### src/rtl/id_ex_stage_if.sv
// rtl/id_ex_stage_if.sv - decode/execute stage-register signal bundle (upstream, downstream, flush, writeback)
interface id_ex_stage_if #(
    parameter int XLEN      = 32,
    parameter int CTRL_W    = 24,
    parameter int FWD_SRCS  = 2,
    parameter int FWD_SEL_W = $clog2(FWD_SRCS + 1)
);
    logic                     in_valid;
    logic                     in_ready;
    logic [CTRL_W-1:0]        in_ctrl;
    logic [XLEN-1:0]          in_pc;
    logic [XLEN-1:0]          in_next_pc;
    logic [XLEN-1:0]          in_imm;
    logic [XLEN-1:0]          in_rs1_data;
    logic [XLEN-1:0]          in_rs2_data;
    logic [4:0]               in_rs1;
    logic [4:0]               in_rs2;
    logic [4:0]               in_rd;
    logic [FWD_SEL_W-1:0]     in_fwd_sel1;
    logic [FWD_SEL_W-1:0]     in_fwd_sel2;
    logic [FWD_SRCS*XLEN-1:0] in_fwd_data;
    logic                     in_flush;
    logic                     wb_en;
    logic [4:0]               wb_rd;
    logic [XLEN-1:0]          wb_data;
    logic                     out_valid;
    logic                     out_ready;
    logic [CTRL_W-1:0]        out_ctrl;
    logic [XLEN-1:0]          out_pc;
    logic [XLEN-1:0]          out_next_pc;
    logic [XLEN-1:0]          out_imm;
    logic [XLEN-1:0]          out_rs1_data;
    logic [XLEN-1:0]          out_rs2_data;
    logic [4:0]               out_rs1;
    logic [4:0]               out_rs2;
    logic [4:0]               out_rd;

    modport slave (
        input  in_valid, in_ctrl, in_pc, in_next_pc, in_imm, in_rs1_data, in_rs2_data,
               in_rs1, in_rs2, in_rd, in_fwd_sel1, in_fwd_sel2, in_fwd_data, in_flush,
               wb_en, wb_rd, wb_data, out_ready,
        output in_ready, out_valid, out_ctrl, out_pc, out_next_pc, out_imm,
               out_rs1_data, out_rs2_data, out_rs1, out_rs2, out_rd
    );

    modport master (
        output in_valid, in_ctrl, in_pc, in_next_pc, in_imm, in_rs1_data, in_rs2_data,
               in_rs1, in_rs2, in_rd, in_fwd_sel1, in_fwd_sel2, in_fwd_data, in_flush,
               wb_en, wb_rd, wb_data, out_ready,
        input  in_ready, out_valid, out_ctrl, out_pc, out_next_pc, out_imm,
               out_rs1_data, out_rs2_data, out_rs1, out_rs2, out_rd
    );
endinterface

### src/rtl/id_ex_stage.sv
// rtl/id_ex_stage.sv - decode->execute stage register with operand forwarding, writeback snoop and flush
// PIPE_SKID_EN adds a skid entry behind the main register and registers in_ready.
module id_ex_stage #(
    parameter int XLEN      = 32,
    parameter int CTRL_W    = 24,
    parameter int FWD_SRCS  = 2,
    parameter int FWD_SEL_W = $clog2(FWD_SRCS + 1)
) (
    input logic          clk,
    input logic          rst,
    id_ex_stage_if.slave bus
);
    typedef struct packed {
        logic [CTRL_W-1:0] ctrl;
        logic [XLEN-1:0]   pc;
        logic [XLEN-1:0]   next_pc;
        logic [XLEN-1:0]   imm;
        logic [XLEN-1:0]   rs1_data;
        logic [XLEN-1:0]   rs2_data;
        logic [4:0]        rs1;
        logic [4:0]        rs2;
        logic [4:0]        rd;
    } entry_t;

    entry_t cap;
    entry_t main_q, main_d, main_snp;
    logic   main_valid_q, main_valid_d;
    logic   in_ready;
    logic   in_fire;
    logic   out_fire;

    function automatic entry_t snoop(input entry_t e, input logic held, input logic en,
                                     input logic [4:0] rd, input logic [XLEN-1:0] data);
        entry_t r;
        r = e;
        if (held && en && (rd != 5'd0)) begin
            if (rd == e.rs1) r.rs1_data = data;
            if (rd == e.rs2) r.rs2_data = data;
        end
        return r;
    endfunction

    // An empty slot must look like a NOP downstream: no control bits, no register write.
    function automatic entry_t bubble(input entry_t e);
        entry_t r;
        r      = e;
        r.ctrl = '0;
        r.rd   = '0;
        r.rs1  = '0;
        r.rs2  = '0;
        return r;
    endfunction

    always_comb begin
        cap.ctrl     = bus.in_ctrl;
        cap.pc       = bus.in_pc;
        cap.next_pc  = bus.in_next_pc;
        cap.imm      = bus.in_imm;
        cap.rs1_data = bus.in_rs1_data;
        cap.rs2_data = bus.in_rs2_data;
        cap.rs1      = bus.in_rs1;
        cap.rs2      = bus.in_rs2;
        cap.rd       = bus.in_rd;
        // Out-of-range selects fall through to the regfile value.
        for (int k = 1; k <= FWD_SRCS; k++) begin
            if (bus.in_fwd_sel1 == FWD_SEL_W'(k)) cap.rs1_data = bus.in_fwd_data[(k-1)*XLEN +: XLEN];
            if (bus.in_fwd_sel2 == FWD_SEL_W'(k)) cap.rs2_data = bus.in_fwd_data[(k-1)*XLEN +: XLEN];
        end
    end

    assign out_fire = main_valid_q & bus.out_ready;
    assign in_fire  = bus.in_valid & in_ready;

`ifdef PIPE_SKID_EN
    entry_t skid_q, skid_d, skid_snp;
    logic   skid_valid_q, skid_valid_d;

    assign in_ready = !skid_valid_q;

    always_comb begin
        main_snp     = snoop(main_q, main_valid_q, bus.wb_en, bus.wb_rd, bus.wb_data);
        skid_snp     = snoop(skid_q, skid_valid_q, bus.wb_en, bus.wb_rd, bus.wb_data);
        main_valid_d = main_valid_q;
        main_d       = main_snp;
        skid_valid_d = skid_valid_q;
        skid_d       = skid_snp;
        if (bus.in_flush) begin
            main_valid_d = 1'b0;
            skid_valid_d = 1'b0;
            skid_d       = '0;
        end else if (skid_valid_q) begin
            if (out_fire) begin
                main_d       = skid_snp;
                skid_valid_d = 1'b0;
            end
        end else if (in_fire) begin
            if (!main_valid_q || out_fire) begin
                main_valid_d = 1'b1;
                main_d       = cap;
            end else begin
                skid_valid_d = 1'b1;
                skid_d       = cap;
            end
        end else if (out_fire) begin
            main_valid_d = 1'b0;
        end
        if (!main_valid_d) main_d = bubble(main_d);
    end

    always_ff @(posedge clk or posedge rst) begin
        if (rst) begin
            skid_valid_q <= 1'b0;
            skid_q       <= '0;
        end else begin
            skid_valid_q <= skid_valid_d;
            skid_q       <= skid_d;
        end
    end
`else
    assign in_ready = !main_valid_q | bus.out_ready;

    always_comb begin
        main_snp     = snoop(main_q, main_valid_q, bus.wb_en, bus.wb_rd, bus.wb_data);
        main_valid_d = main_valid_q;
        main_d       = main_snp;
        if (bus.in_flush) begin
            main_valid_d = 1'b0;
        end else if (in_fire) begin
            main_valid_d = 1'b1;
            main_d       = cap;
        end else if (out_fire) begin
            main_valid_d = 1'b0;
        end
        if (!main_valid_d) main_d = bubble(main_d);
    end
`endif

    always_ff @(posedge clk or posedge rst) begin
        if (rst) begin
            main_valid_q <= 1'b0;
            main_q       <= '0;
        end else begin
            main_valid_q <= main_valid_d;
            main_q       <= main_d;
        end
    end

    assign bus.in_ready     = in_ready;
    assign bus.out_valid    = main_valid_q;
    assign bus.out_ctrl     = main_q.ctrl;
    assign bus.out_pc       = main_q.pc;
    assign bus.out_next_pc  = main_q.next_pc;
    assign bus.out_imm      = main_q.imm;
    assign bus.out_rs1_data = main_q.rs1_data;
    assign bus.out_rs2_data = main_q.rs2_data;
    assign bus.out_rs1      = main_q.rs1;
    assign bus.out_rs2      = main_q.rs2;
    assign bus.out_rd       = main_q.rd;
endmodule

### src/flat_wrapper.sv
// flat-port wrapper written by rule: the top's interface ports become plain ports
module id_ex_stage_flat 
#(
    parameter int XLEN      = 32,
    parameter int CTRL_W    = 24,
    parameter int FWD_SRCS  = 2,
    parameter int FWD_SEL_W = $clog2(FWD_SRCS + 1)
)
  (clk, rst, bus_in_valid, bus_in_ctrl, bus_in_pc, bus_in_next_pc, bus_in_imm, bus_in_rs1_data, bus_in_rs2_data, bus_in_rs1, bus_in_rs2, bus_in_rd, bus_in_fwd_sel1, bus_in_fwd_sel2, bus_in_fwd_data, bus_in_flush, bus_wb_en, bus_wb_rd, bus_wb_data, bus_out_ready, bus_in_ready, bus_out_valid, bus_out_ctrl, bus_out_pc, bus_out_next_pc, bus_out_imm, bus_out_rs1_data, bus_out_rs2_data, bus_out_rs1, bus_out_rs2, bus_out_rd);
  id_ex_stage_if #(.XLEN(XLEN), .CTRL_W(CTRL_W), .FWD_SRCS(FWD_SRCS), .FWD_SEL_W(FWD_SEL_W)) bus_i ();
  input logic clk;
  input logic rst;
  input wire logic [$bits(bus_i.in_valid)-1:0] bus_in_valid;
  input wire logic [$bits(bus_i.in_ctrl)-1:0] bus_in_ctrl;
  input wire logic [$bits(bus_i.in_pc)-1:0] bus_in_pc;
  input wire logic [$bits(bus_i.in_next_pc)-1:0] bus_in_next_pc;
  input wire logic [$bits(bus_i.in_imm)-1:0] bus_in_imm;
  input wire logic [$bits(bus_i.in_rs1_data)-1:0] bus_in_rs1_data;
  input wire logic [$bits(bus_i.in_rs2_data)-1:0] bus_in_rs2_data;
  input wire logic [$bits(bus_i.in_rs1)-1:0] bus_in_rs1;
  input wire logic [$bits(bus_i.in_rs2)-1:0] bus_in_rs2;
  input wire logic [$bits(bus_i.in_rd)-1:0] bus_in_rd;
  input wire logic [$bits(bus_i.in_fwd_sel1)-1:0] bus_in_fwd_sel1;
  input wire logic [$bits(bus_i.in_fwd_sel2)-1:0] bus_in_fwd_sel2;
  input wire logic [$bits(bus_i.in_fwd_data)-1:0] bus_in_fwd_data;
  input wire logic [$bits(bus_i.in_flush)-1:0] bus_in_flush;
  input wire logic [$bits(bus_i.wb_en)-1:0] bus_wb_en;
  input wire logic [$bits(bus_i.wb_rd)-1:0] bus_wb_rd;
  input wire logic [$bits(bus_i.wb_data)-1:0] bus_wb_data;
  input wire logic [$bits(bus_i.out_ready)-1:0] bus_out_ready;
  output wire logic [$bits(bus_i.in_ready)-1:0] bus_in_ready;
  output wire logic [$bits(bus_i.out_valid)-1:0] bus_out_valid;
  output wire logic [$bits(bus_i.out_ctrl)-1:0] bus_out_ctrl;
  output wire logic [$bits(bus_i.out_pc)-1:0] bus_out_pc;
  output wire logic [$bits(bus_i.out_next_pc)-1:0] bus_out_next_pc;
  output wire logic [$bits(bus_i.out_imm)-1:0] bus_out_imm;
  output wire logic [$bits(bus_i.out_rs1_data)-1:0] bus_out_rs1_data;
  output wire logic [$bits(bus_i.out_rs2_data)-1:0] bus_out_rs2_data;
  output wire logic [$bits(bus_i.out_rs1)-1:0] bus_out_rs1;
  output wire logic [$bits(bus_i.out_rs2)-1:0] bus_out_rs2;
  output wire logic [$bits(bus_i.out_rd)-1:0] bus_out_rd;
  assign bus_i.in_valid = bus_in_valid;
  assign bus_i.in_ctrl = bus_in_ctrl;
  assign bus_i.in_pc = bus_in_pc;
  assign bus_i.in_next_pc = bus_in_next_pc;
  assign bus_i.in_imm = bus_in_imm;
  assign bus_i.in_rs1_data = bus_in_rs1_data;
  assign bus_i.in_rs2_data = bus_in_rs2_data;
  assign bus_i.in_rs1 = bus_in_rs1;
  assign bus_i.in_rs2 = bus_in_rs2;
  assign bus_i.in_rd = bus_in_rd;
  assign bus_i.in_fwd_sel1 = bus_in_fwd_sel1;
  assign bus_i.in_fwd_sel2 = bus_in_fwd_sel2;
  assign bus_i.in_fwd_data = bus_in_fwd_data;
  assign bus_i.in_flush = bus_in_flush;
  assign bus_i.wb_en = bus_wb_en;
  assign bus_i.wb_rd = bus_wb_rd;
  assign bus_i.wb_data = bus_wb_data;
  assign bus_i.out_ready = bus_out_ready;
  assign bus_in_ready = bus_i.in_ready;
  assign bus_out_valid = bus_i.out_valid;
  assign bus_out_ctrl = bus_i.out_ctrl;
  assign bus_out_pc = bus_i.out_pc;
  assign bus_out_next_pc = bus_i.out_next_pc;
  assign bus_out_imm = bus_i.out_imm;
  assign bus_out_rs1_data = bus_i.out_rs1_data;
  assign bus_out_rs2_data = bus_i.out_rs2_data;
  assign bus_out_rs1 = bus_i.out_rs1;
  assign bus_out_rs2 = bus_i.out_rs2;
  assign bus_out_rd = bus_i.out_rd;
  id_ex_stage #(.XLEN(XLEN), .CTRL_W(CTRL_W), .FWD_SRCS(FWD_SRCS), .FWD_SEL_W(FWD_SEL_W)) u_core (.clk(clk), .rst(rst), .bus(bus_i));
endmodule
### config.mk
export PLATFORM = sky130hd
export DESIGN_NAME = id_ex_stage_flat
export DESIGN_NICKNAME = d
export VERILOG_FILES = /design/src/rtl/id_ex_stage_if.sv /design/src/rtl/id_ex_stage.sv /design/src/flat_wrapper.sv
export SDC_FILE = /design/constraint.sdc
export NUM_CORES = 1
export LEC_CHECK = 0
export ABC_CLOCK_PERIOD_IN_PS = 5350
export BUFFER_PORTS_ARGS = -buffer_cell sky130_fd_sc_hd__buf_2
export CAP_MARGIN = 20
export CORE_AREA = 3 3 199 201
export DETAILED_ROUTE_END_ITERATION = 6
export DIE_AREA = 0 0 202 204
export PLACE_DENSITY = 0.63
export SETUP_SLACK_MARGIN = 0.5
export SYNTH_ARGS = -nofsm -noshare
export SYNTH_HDL_FRONTEND = slang
export SYNTH_SLANG_ARGS = --single-unit
### constraint.sdc
create_clock -name clk -period 5.35 [get_ports clk]
set_clock_uncertainty 0.2 [all_clocks]
set_input_delay 0.2675 -clock clk [delete_from_list [all_inputs] [get_ports clk]]
set_output_delay 0.2675 -clock clk [all_outputs]
set_load 0.01 [all_outputs]
==> summary.md <==
| Metric | Value |
|---|---|
| Total Routed Length | 41000 um |
| Num CTS Buffers | 17 |
| Slew Limit Fails | 0 |
| CORE AREA | 37800 sq um |
| Multi-input gate area | 5020 sq um |
| Hold-fix buffer count after cts | 178 |
| Largest net degree at the start of global routing | 188 |
| DR iter-0 viols | 661 |
| Worst-Margin Slew | 1030 ps |
| IO Port Bufs | 510 |
| Clock H-tree levels | 4 |
| Hold Slack | 28.3 ps |
| HP Class | in -> reg |
| Part of the power in the clock network | 31.4% |
| Mapped Avg Cell Area | 9.81 sq um |
| Die Ht | 204 um |
| Die area | 41200 sq um |
| Shortest period the worst path allows | 3210 ps |
| Final setup vio count | 0 |
| N_diodes | 0 |
| CTS resizes | 0 |
| RR Startpoint | u_core.bus.out_valid |
| Worst path cell trace | nor2b_1, inv_1, nand3b_1, buf_12, o311ai_0, o211ai_2, dlygate4sd3_1 |
| Max capacitance violation total | 0 |
| Starting Density | 27.8% |
| Root Driver | clkbuf_16 |
| Clock Sinks | 200 |
| GP Congestion | 0.908 |
| Yosys top cell area share | 47.6% |
| Fin crit share | 60.0% |
| Crit end category | flop |
| Pre-CTS WS | 2360 ps |
| WL/cell | 18.5 um |
| Synth warn | 0 |
| Post-route ant nets | 0 |
| Setup repair bufs after CTS | 0 |
| Routed wl met2 | 19700 um |
| Highest metal used | met5 |
| Vias in the first global route | 11525 |
| Setup crit start | u_core.bus.out_valid |
| CP arrival | 3400 ps |
| GRT Total Usage | 19.4% |
| Routed met1 length | 16200 um |
| Layout area overhead | 50.3% |
| Max VDD drop | 0.217 mV |
| Internal power | 0.00296 W |
| Post-DR vias/cell | 4.93 |
| Die Wd | 202 um |
| WL met3 | 3090 um |
| Fillers | 3604 |
| First-pass GRT wire length | 63700 um |
| Crit Path Category | reg -> reg |
| Post-route cell area | 15800 sq um |
| Leading area contributor after synthesis | dfrtp_1 |
| Initial antenna violation count | 2 |
| DP HPWL | 27400 um |
| Max Fanout on Critical Path | 187 |
| Row count | 71 |
| Final hold violations | 0 |
| CP peak stage delay | 590 ps |
| Worst-path clk slew | 80 ps |
| Max Clk Rate | 0.311 GHz |
| Post-Syn Nets | 1381 |
| Register area share after synthesis | 47.6% |
| Worst slew margin | 31.1% |
| Leak | 7.94 nW |
| Setup_tns | 0 ps |
| Io pins | 511 |
| Final Net Count | 2000 |
| Clock Latency Late Sink | 450 ps |
| Status | completed |
| Grt ovf | 0 |
| CP startpoint kind | flop |
| Setup ws final | 2140 ps |
| Most frequent cells in the layout | buf_2 (508), nand2_1 (386), dfrtp_1 (200), dlygate4sd3_1 (178), o211ai_1 (96) |
| Switch Pwr | 0.00141 W |
| Gate power share | 26.4% |
| Top cells by area, synth | dfrtp_1 (48%), nand2_1 (14%), mux2_2 (6.9%) |
| Req. time, crit path | 5540 ps |
| Sw frac | 32.3% |
| DRT Pass-1 Iters | 5 |
| Non-filler cells, final | 2213 |
| Via Count | 10919 |
| Synth Instances | 1071 |
| Drt drc | 0 |
| Cell area after placement | 13400 sq um |
| Synthesized flop and latch total | 200 |
| Max clock buf depth | 2 |
| RSZ-0062 raised after global routing | no |
| Flop pwr share | 42.2% |
| PwrDens | 276 nW/um^2 |
| Commonest non-fill, non-tap cell in the layout | buf_2 |
| FF+latch area | 5000 sq um |
| Slowest cell on crit path | buf_12 |
| Worst hold path startpoint | bus_in_rs1_data[29] |
| TritonCTS clock tree | built |
| Mapped Area | 10500 sq um |
| Dpl cells | 2002 |
| Layout cells sized above 1 | 38.5% |
| Post-synth cell types | 26 |
## logic make-up (layout without fill, tap and decap cells)
logic type             count (synthesis)  count (layout)  share of synthesized area, %
AND/OR/NAND/NOR                      397             397                          14.4
flip-flops                           200             200                          47.6
multiplexers                         128             128                          13.0
buffers and inverters                104             735                          4.76
AO/OA/AOI/OAI                        232             232                          19.4
XOR/XNOR                              10              10                         0.834
## metal layers
metal,vias up,global-route usage [%]
met1,5252,23.0
met3,101,5.18
li1,5066,-
met4,4,10.1
met2,496,32.3
met5,-,0
## cell type report
cell class / count / share of cell area, %
clock buffers: 17 / 2.69
clock inverters: 14 / 1.19
inverters: 2 / 0.0713
multi-input cells: 767 / 31.8
flip-flops and latches: 200 / 31.7
well taps: 511 / 4.05
repair buffers: 702 / 28.5
## critical path: cells and delay by family, from the launching register on
kind / cells / cell delay [ps]
buf+inv: 3 / 1290
flops: 1 / 460
compound gates: 2 / 470
simple gates: 2 / 570
## power groups by stage
| stage | Clock (W) | Combinational, W | Sequential [W] |
|---|---|---|---|
| 3_3_place_gp | 0 | 0.00101 | 0.00186 |
| 2_1_floorplan | 0 | 0.000442 | 0.00194 |
| 3_5_place_dp | 0 | 0.00103 | 0.00186 |
| 5_1_grt | 0.00147 | 0.00126 | 0.00186 |
| 6_report | 0.00137 | 0.00115 | 0.00184 |
| 4_1_cts | 0.00141 | 0.00114 | 0.00184 |
## state kept, by name (all words and copies together), names as in the netlist
register	flops
u_core.bus.out_imm	32
u_core.bus.out_ctrl	24
u_core.bus.out_rs2_data	32
u_core.bus.out_valid	1
u_core.bus.out_rs1_data	32
u_core.bus.out_rs2	5
u_core.bus.out_next_pc	32
u_core.bus.out_rd	5
u_core.bus.out_rs1	5
u_core.bus.out_pc	32
## final timing paths
| path | depth (start not counted) | slack (ps) | end |
|---|---|---|---|
| hold / removal | 4 | 30 | u_core.bus.out_rs1_data[29] |
| hold reg to reg | 2 | 270 | u_core.bus.out_pc[20] |
| max in group asynchronous | 4 | 3530 | u_core.bus.out_rs1_data[29] |
| setup reg to reg | 7 | 2140 | u_core.bus.out_rs1_data[21] |
| min in group asynchronous | 3 | 150 | u_core.bus.out_rs1_data[8] |
| setup / recovery | 7 | 2140 | u_core.bus.out_rs1_data[21] |
## synthesized netlist by cell type
cell / instances
buf_1: 8
xnor2_1: 10
o211ai_2: 33
mux2_2: 64
or4_1: 1
clkbuf_2: 4
nand3_1: 2
dfrtp_1: 200
or3_1: 1
or3_4: 1
buf_12: 3
nand3b_1: 1
clkbuf_1: 72
a22o_1: 39
buf_4: 1
buf_8: 1
nor3b_1: 1
nor2_1: 3
o311ai_0: 64
mux2i_1: 64
buf_6: 4
buf_2: 9
nand2_1: 386
o211ai_1: 96
inv_1: 2
nor2b_1: 1
## metrics by stage
stage	total power [W]	utilization, %
floorplan	0.00239	-
detailed placement	0.00289	35.4
global placement	0.00287	35.4
finish	0.00437	41.8
global route	0.00460	41.8
CTS	0.00439	41.7
(Power assumes the default switching activity.)
